**src/rtl/cv32e40px_x_result_wb_buffer.sv**
```systemverilog
// rtl/cv32e40px_x_result_wb_buffer.sv - x-result writeback FIFO driving regfile write port B
// Optional read-hazard flags are enabled with CV32E40PX_XWB_HAZARD_EN.
module cv32e40px_x_result_wb_buffer #(
  parameter int unsigned ADDR_WIDTH  = 6,
  parameter int unsigned DATA_WIDTH  = 32,
  parameter int unsigned X_DUALWRITE = 0,
  parameter int unsigned DEPTH       = 2
) (
  input  logic                                 clk,
  input  logic                                 rst_n,
  input  logic                                 x_result_valid_i,
  output logic                                 x_result_ready_o,
  input  logic [ADDR_WIDTH-1:0]                x_result_rd_i,
  input  logic [X_DUALWRITE:0][DATA_WIDTH-1:0] x_result_data_i,
  input  logic [X_DUALWRITE:0]                 x_result_we_i,
  input  logic                                 core_we_b_i,
  output logic [ADDR_WIDTH-1:0]                waddr_b_o,
  output logic [X_DUALWRITE:0][DATA_WIDTH-1:0] wdata_b_o,
  output logic [X_DUALWRITE:0]                 we_b_o,
  output logic                                 empty_o,
  output logic                                 misalign_err_o
`ifdef CV32E40PX_XWB_HAZARD_EN
  ,
  input  logic [ADDR_WIDTH-1:0]                raddr_a_i,
  input  logic [ADDR_WIDTH-1:0]                raddr_b_i,
  input  logic [ADDR_WIDTH-1:0]                raddr_c_i,
  output logic [2:0]                           hazard_o
`endif
);

  localparam int unsigned PTR_W = (DEPTH > 1) ? $clog2(DEPTH) : 1;
  localparam int unsigned CNT_W = PTR_W + 1;
  localparam int unsigned N     = X_DUALWRITE + 1;
  localparam logic [CNT_W-1:0] FULL = CNT_W'(DEPTH);

  logic [ADDR_WIDTH-1:0]                mem_rd_q   [DEPTH];
  logic [X_DUALWRITE:0][DATA_WIDTH-1:0] mem_data_q [DEPTH];
  logic [X_DUALWRITE:0]                 mem_we_q   [DEPTH];

  logic [PTR_W-1:0] rd_ptr_q, wr_ptr_q;
  logic [CNT_W-1:0] count_q;
  logic             misalign_q;

  logic [X_DUALWRITE:0] we_s;
  logic                 mis;
  logic                 accept, push, pop, empty;
  logic [X_DUALWRITE:0] head_we;

  // x0 is never written; an odd rd cannot take the second word of a pair.
  generate
    if (X_DUALWRITE != 0) begin : g_dual
      always_comb begin
        we_s = x_result_we_i;
        mis  = 1'b0;
        if (x_result_rd_i == '0) we_s[0] = 1'b0;
        if (x_result_rd_i[0] && x_result_we_i[X_DUALWRITE]) begin
          we_s[X_DUALWRITE] = 1'b0;
          mis               = 1'b1;
        end
      end
    end else begin : g_single
      assign we_s = x_result_we_i & {N{x_result_rd_i != '0}};
      assign mis  = 1'b0;
    end
  endgenerate

  assign empty            = (count_q == '0);
  assign x_result_ready_o = (count_q != FULL);
  assign accept           = x_result_valid_i & x_result_ready_o;
  assign push             = accept & (|we_s);

  assign head_we   = empty ? '0 : mem_we_q[rd_ptr_q];
  assign we_b_o    = head_we & {N{~core_we_b_i}};
  assign pop       = |we_b_o;
  assign waddr_b_o = empty ? '0 : mem_rd_q[rd_ptr_q];
  assign wdata_b_o = empty ? '0 : mem_data_q[rd_ptr_q];

  assign empty_o        = empty;
  assign misalign_err_o = misalign_q;

  always_ff @(posedge clk or negedge rst_n) begin
    if (!rst_n) begin
      rd_ptr_q   <= '0;
      wr_ptr_q   <= '0;
      count_q    <= '0;
      misalign_q <= 1'b0;
      for (int i = 0; i < DEPTH; i++) begin
        mem_rd_q[i]   <= '0;
        mem_data_q[i] <= '0;
        mem_we_q[i]   <= '0;
      end
    end else begin
      misalign_q <= accept & mis;
      if (push) begin
        mem_rd_q[wr_ptr_q]   <= x_result_rd_i;
        mem_data_q[wr_ptr_q] <= x_result_data_i;
        mem_we_q[wr_ptr_q]   <= we_s;
        wr_ptr_q             <= wr_ptr_q + PTR_W'(1);
      end
      if (pop) rd_ptr_q <= rd_ptr_q + PTR_W'(1);
      if (push && !pop)      count_q <= count_q + CNT_W'(1);
      else if (pop && !push) count_q <= count_q - CNT_W'(1);
    end
  end

`ifdef CV32E40PX_XWB_HAZARD_EN
  logic [2:0][ADDR_WIDTH-1:0] raddr;
  logic [PTR_W-1:0]           hz_off;

  assign raddr = {raddr_c_i, raddr_b_i, raddr_a_i};

  // Entry i is live when its distance from the read pointer is below count.
  always_comb begin
    hazard_o = '0;
    hz_off   = '0;
    for (int i = 0; i < DEPTH; i++) begin
      hz_off = PTR_W'(i) - rd_ptr_q;
      if ({1'b0, hz_off} < count_q) begin
        for (int k = 0; k < 3; k++) begin
          if (raddr[k] != '0) begin
            if (mem_we_q[i][0] && (mem_rd_q[i] == raddr[k])) hazard_o[k] = 1'b1;
            if ((X_DUALWRITE != 0) && mem_we_q[i][X_DUALWRITE] &&
                ((mem_rd_q[i] + ADDR_WIDTH'(1)) == raddr[k])) hazard_o[k] = 1'b1;
          end
        end
      end
    end
  end
`endif

endmodule
```
**config.mk**
```make
export PLATFORM = sky130hd
export DESIGN_NAME = cv32e40px_x_result_wb_buffer
export DESIGN_NICKNAME = d
export VERILOG_FILES = /design/src/rtl/cv32e40px_x_result_wb_buffer.sv
export SDC_FILE = /design/constraint.sdc
export NUM_CORES = 1
export LEC_CHECK = 0
export CAP_MARGIN = 20
export CORE_ASPECT_RATIO = 0.75
export CORE_UTILIZATION = 32
export CTS_CLUSTER_SIZE = 24
export DETAILED_ROUTE_END_ITERATION = 8
export PLACE_DENSITY_LB_ADDON = 0.05
export SLEW_MARGIN = 20
export SYNTH_ARGS = -nofsm -noshare
export SYNTH_HDL_FRONTEND = slang
export SYNTH_SLANG_ARGS = --single-unit
export TNS_END_PERCENT = 50
```
**constraint.sdc**
```tcl
create_clock -name clk -period 4.55 [get_ports clk]
set_input_delay 0.455 -clock clk [delete_from_list [all_inputs] [get_ports clk]]
set_output_delay 0.455 -clock clk [all_outputs]
set_load 0.005 [all_outputs]
```
After elaboration in Yosys (flattened, before gate mapping):

Index checks and enable logic that the tools add are counted.

* register bits: 82
* logic and storage cells: 55

* add/sub/neg operators: 4
* order comparisons: 3
* eq/ne operators: 1
* mux-type cells: 23
* bitwise operators: 7
* reductions and logical operators: 8

Operator list (count)
* $mux 32: 5
* $bwmux 64: 1
* $demux 32 s1: 1
* $mux 6: 5
* $bwmux 12: 1
* $demux 6 s1: 1
* $reduce_bool 6->1: 1
* $mux 1: 5
* $and 1x1->1: 4
* $ge 2x2->1 const B: 2
* $mux 2: 2
* $not 1->2: 2
* $logic_and 1x1->1: 3
* $add 1x1->1 const B: 2
* $add 2x1->2 const B: 1
* $bwmux 2: 1
* $logic_not 1->1: 2
* $logic_not 2->1: 1
* $lt 2x1->1 const B: 1
* $ne 2x2->1 const B: 1
* $reduce_bool 2->1: 1
* $sub 2x1->2 const B: 1
* $demux 1 s1: 1
* $not 1->1: 1

Logic depth before layout (Yosys ltp):

* depth in word-level cells: 9
* mapped depth: 7
* mapped depth without buffers: 7

Least setup slack after synthesis:

Ideal clock, no wire load.

* path type: input to register
* start: in x_result_rd_i[1]
* end: reg mem_data_q[59] in the netlist's numbering
* library setup time: 125 ps
* data arrival time: 1662 ps
* path slack: 2763 ps
* stages: 6
* cells stage by stage: nor4_1 a211oi_2 and2b_4 buf_6 buf_12 mux2_4

* longest elaborated chain between the ends: 3

RTL lines
* from (decl): RTL line 13 `input logic [ADDR_WIDTH-1:0] x_result_rd_i,`
* $reduce_bool 6->1: RTL line 62 `assign we_s = x_result_we_i & {N{x_result_rd_i != '0}};`
* $and 1x1->1: RTL line 62
* $and 1x1->1: RTL line 70 `assign push = accept & (|we_s);`
* net push: RTL line 46 `logic accept, push, pop, empty;`
* to (signal, indexed assignment): RTL line 96 `mem_data_q[wr_ptr_q] <= x_result_data_i;`
* to (decl): RTL line 37 `logic [X_DUALWRITE:0][DATA_WIDTH-1:0] mem_data_q [DEPTH];`

The timed path passes the listed nets, and every way through them passes these cells.
A chain may end at the register's enable or synchronous reset.

==> impl_metrics.toml <==
[pwr]
static-leakage-power_nw = 2.244
power_per_cell_area_nw_per_um2 = 731.4
vdd_drop_max_uv = 276.0

[placement]
globalplace.congestion = 0.6801
hpwl_after_detailed_placement_um = 5031
port_buffers = 83

[sta]
period_share_pct = 64.79
clock-skew-final_ns = 0.004173
max-slew-margin-rel_pct = 42.09
timing_max_transition_violations_final = 0
unrepaired_setup_endpoints_after_global_routing = "false"
achievable-frequency_mhz = 339.2
fin_crit_ns = 2.948
final_hold_violating_endpoints = 0
setup_viol_count_final = 0
timing.setup.tns_ns = 0
max_slew.worst_pin.slew_ns = 0.8657

[worst_setup_path]
critPathTopFamily = "buffers and inverters"
cpPeakStageDelay_ns = 0.92
cpMaxStageDelayCell = "sky130_fd_sc_hd__dfrtp_2"
worstSetupStartpoint = "rd_ptr_q"
regToRegStartpoint = "count_q[1]"
worst_endpoint_required_time_ns = 4.09
arrival_ns = 2.49
critPathMaxFanout = 28
setup.worst_path.end_class = "primary output"
start_kind = "flop"
crit_path_cell_trace = "buf_4, mux2i_1, nor2_1, clkdlybuf4s50_1"
timing.critical_path.buf_inv = 2
criticalPathCategory = "reg -> out"

[floorplan]
fp.coreArea_um2 = 11190
std_cell_rows = 33
pin_count = 85
die_outline_area_um2 = 12250
floorplan.initialDensity_pct = 33.78
die_h_um = 96.12
floorplan.die.width_um = 127.5

[clock_network]
worst_setup_hold_path_clk_slew_ns = 0.06
cts-htree-levels = 3
cts_tree = "done"
cts_inserted_buffers = 9
ctsResizeCount = 0
clock_insertion_delay_worst_skew_ns = 0.33
post-cts-setup-buffers = 0
cts.root.buffer_cell = "sky130_fd_sc_hd__clkbuf_16"
cts_hold_buffers = 0
cts.sinks = 82
cts.path.max_buffers = 2

[grt]
grt.met1_usage_pct = 19.23
globalRouteMet3Util_pct = 5.447
grt.met2_usage_pct = 21.45
grt_pass1_wl_um = 12970
vias_in_the_first_global_route = 2445
grt.total_usage_pct = 14.25
number_of_antenna_violations_at_the_first_check_in_global_routing = 0
grt-ovfl-total = 0
grt_most_used_layer = "met2"
grt_max_degree = 47

[synthesis]
post_synth_main_area_contributors = "sky130_fd_sc_hd__dfrtp_1, sky130_fd_sc_hd__mux2_2, sky130_fd_sc_hd__mux2i_1"
post_synth_top_area_cell = "sky130_fd_sc_hd__dfrtp_1"
post_synth_instance_area_um2 = 3780
synth_seq_area_share_pct = 54.29
synth_area_per_cell_um2 = 13.70
synthCells = 276
yosys.cell_types.count = 26
synth_top_area_share_pct = 54.29
mappedNetlistNets = 320
synth_seq_cells = 82
synthesis.yosys.warnings = 0

[flow_run]
maxCapViolCount = 0

[final_layout]
area_growth_pct = 32.04
antenna_cells_inserted = 0
finalCoreUtilization_pct = 44.60
nets = 400
num-fill-cells = 1077
post_route_cells_drive_above_1_share_pct = 28.33

[detailed_routing]
viasPerCell = 4.499
routedWlPerCell_um = 15.28
vias = 2326
drt_first_iter_violations = 90
drcViolationCount = 0
ant_nets = 0
drt_wl_total_um = 7899
firstDrtPassIters = 3

[min_path]
worst_hold_path_type = "in -> async"

[outcome]
status = "finished clean"
-- worst paths after layout --
path	endpoint	slack, ns	cells past startpoint
worst min register to register	mem_we_q[1]	0.50	1
worst max-delay path	wdata_b_o[0]	1.60	4
max in group asynchronous	rd_ptr_q	3.47	2
worst max register to register	mem_data_q[7]	2.14	5
min in group clk	mem_we_q[1]	0.50	1
worst min-delay path	mem_data_q[35]	0.12	1
-- routing by layer --
metal	vias up	share of wire, %
met1	1148	49
met3	8	5.6
met2	57	44
li1	1113	-
met5	-	0
met4	0	0.95
-- stage by stage --
step	std cells	hold WS [ns]	instance area [um^2]	power (mW)	worst slack (ns)
after floorplan	276	0.1594	3780	2.237	2.763
after global placement	502	0.4797	4720	3.011	1.525
after detailed placement	502	0.4831	4720	3.031	1.494
after CTS	517	0.1396	4991	3.721	1.554
after global routing	517	0.1628	4991	3.935	1.432
final	517	0.1166	4991	3.650	1.602
-- power breakdown --
group,switching (mW),internal (mW),total [mW]
Sequential,0.245,1.10,1.34
Combinational,0.567,1.08,1.64
Clock,0.274,0.393,0.668
Total,1.09,2.56,3.65
-- cells in the final DEF, fill, tap and decap left out --
| cell type | Yosys | final |
|---|---|---|
| sky130_fd_sc_hd__dfrtp_2 | 0 | 1 |
| sky130_fd_sc_hd__mux2_4 | 18 | 18 |
| sky130_fd_sc_hd__mux2_2 | 59 | 59 |
| sky130_fd_sc_hd__clkdlybuf4s50_1 | 0 | 82 |
| sky130_fd_sc_hd__xor2_1 | 3 | 3 |
| sky130_fd_sc_hd__and2b_4 | 1 | 1 |
| sky130_fd_sc_hd__conb_1 | 1 | 1 |
| sky130_fd_sc_hd__xnor2_1 | 1 | 1 |
| sky130_fd_sc_hd__inv_1 | 2 | 2 |
| sky130_fd_sc_hd__a211oi_2 | 1 | 1 |
| sky130_fd_sc_hd__nor2_4 | 0 | 1 |
| sky130_fd_sc_hd__nand2_2 | 1 | 1 |
| sky130_fd_sc_hd__nor2_1 | 42 | 41 |
| sky130_fd_sc_hd__clkbuf_16 | 0 | 9 |
| sky130_fd_sc_hd__ha_1 | 1 | 1 |
| sky130_fd_sc_hd__mux2i_1 | 38 | 38 |
| sky130_fd_sc_hd__a21oi_1 | 1 | 1 |
| sky130_fd_sc_hd__clkinv_2 | 0 | 3 |
| sky130_fd_sc_hd__dfrtp_1 | 82 | 81 |
| sky130_fd_sc_hd__clkbuf_8 | 0 | 2 |
| sky130_fd_sc_hd__nor2b_1 | 1 | 1 |
| sky130_fd_sc_hd__nand2_1 | 2 | 2 |
| sky130_fd_sc_hd__a31oi_1 | 1 | 1 |
| sky130_fd_sc_hd__buf_4 | 3 | 5 |
| sky130_fd_sc_hd__clkbuf_1 | 4 | 1 |
| sky130_fd_sc_hd__nand2b_1 | 1 | 1 |
| sky130_fd_sc_hd__or2_2 | 1 | 1 |
| sky130_fd_sc_hd__nor4_1 | 1 | 1 |
-- synth_stat cells --
master	instances
sky130_fd_sc_hd__a211oi_2	1
sky130_fd_sc_hd__nand2_2	1
sky130_fd_sc_hd__clkbuf_1	4
sky130_fd_sc_hd__mux2_4	18
sky130_fd_sc_hd__nand2b_1	1
sky130_fd_sc_hd__xnor2_1	1
sky130_fd_sc_hd__dfrtp_1	82
sky130_fd_sc_hd__buf_2	5
sky130_fd_sc_hd__conb_1	1
sky130_fd_sc_hd__buf_6	3
sky130_fd_sc_hd__buf_4	3
sky130_fd_sc_hd__nor2_1	42
sky130_fd_sc_hd__mux2_2	59
sky130_fd_sc_hd__nand2_1	2
sky130_fd_sc_hd__and2b_4	1
sky130_fd_sc_hd__a21oi_1	1
sky130_fd_sc_hd__ha_1	1
sky130_fd_sc_hd__or2_2	1
sky130_fd_sc_hd__nor2b_1	1
sky130_fd_sc_hd__nor4_1	1
sky130_fd_sc_hd__xor2_1	3
sky130_fd_sc_hd__inv_1	2
sky130_fd_sc_hd__buf_12	1
sky130_fd_sc_hd__a31oi_1	1
sky130_fd_sc_hd__mux2i_1	38
sky130_fd_sc_hd__buf_1	2
-- logic make-up (layout without fill, tap and decap cells) --
logic type | Yosys count | after routing | share of synthesized area, %
AO/OA/AOI/OAI | 3 | 3 | 0.6289
XOR/XNOR | 4 | 4 | 0.9270
adder cells (fa/ha/maj) | 1 | 1 | 0.3310
buffers and inverters | 20 | 104 | 3.476
flip-flops | 82 | 82 | 54.29
multiplexers | 115 | 115 | 34.79
other | 1 | 1 | 0.09921
AND/OR/NAND/NOR | 50 | 50 | 5.462
-- flip-flops by register name (all words and copies together), names as in the netlist --
register,flops
mem_data_q,64
mem_rd_q,12
count_q,2
mem_we_q,2
rd_ptr_q,1
wr_ptr_q,1
-- area by class of cell --
class | count | area (um^2) | share of cell area, %
Clock buffer | 12 | 256.5 | 5.139
Sequential cell | 82 | 2053 | 41.14
Timing Repair Buffer | 87 | 858.3 | 17.20
Inverter | 2 | 7.507 | 0.1504
Multi-Input combinational cell | 174 | 1604 | 32.14
Clock inverter | 3 | 15.01 | 0.3008
Tap cell | 157 | 196.4 | 3.936
No activity file was read; power rests on OpenSTA's default activity.
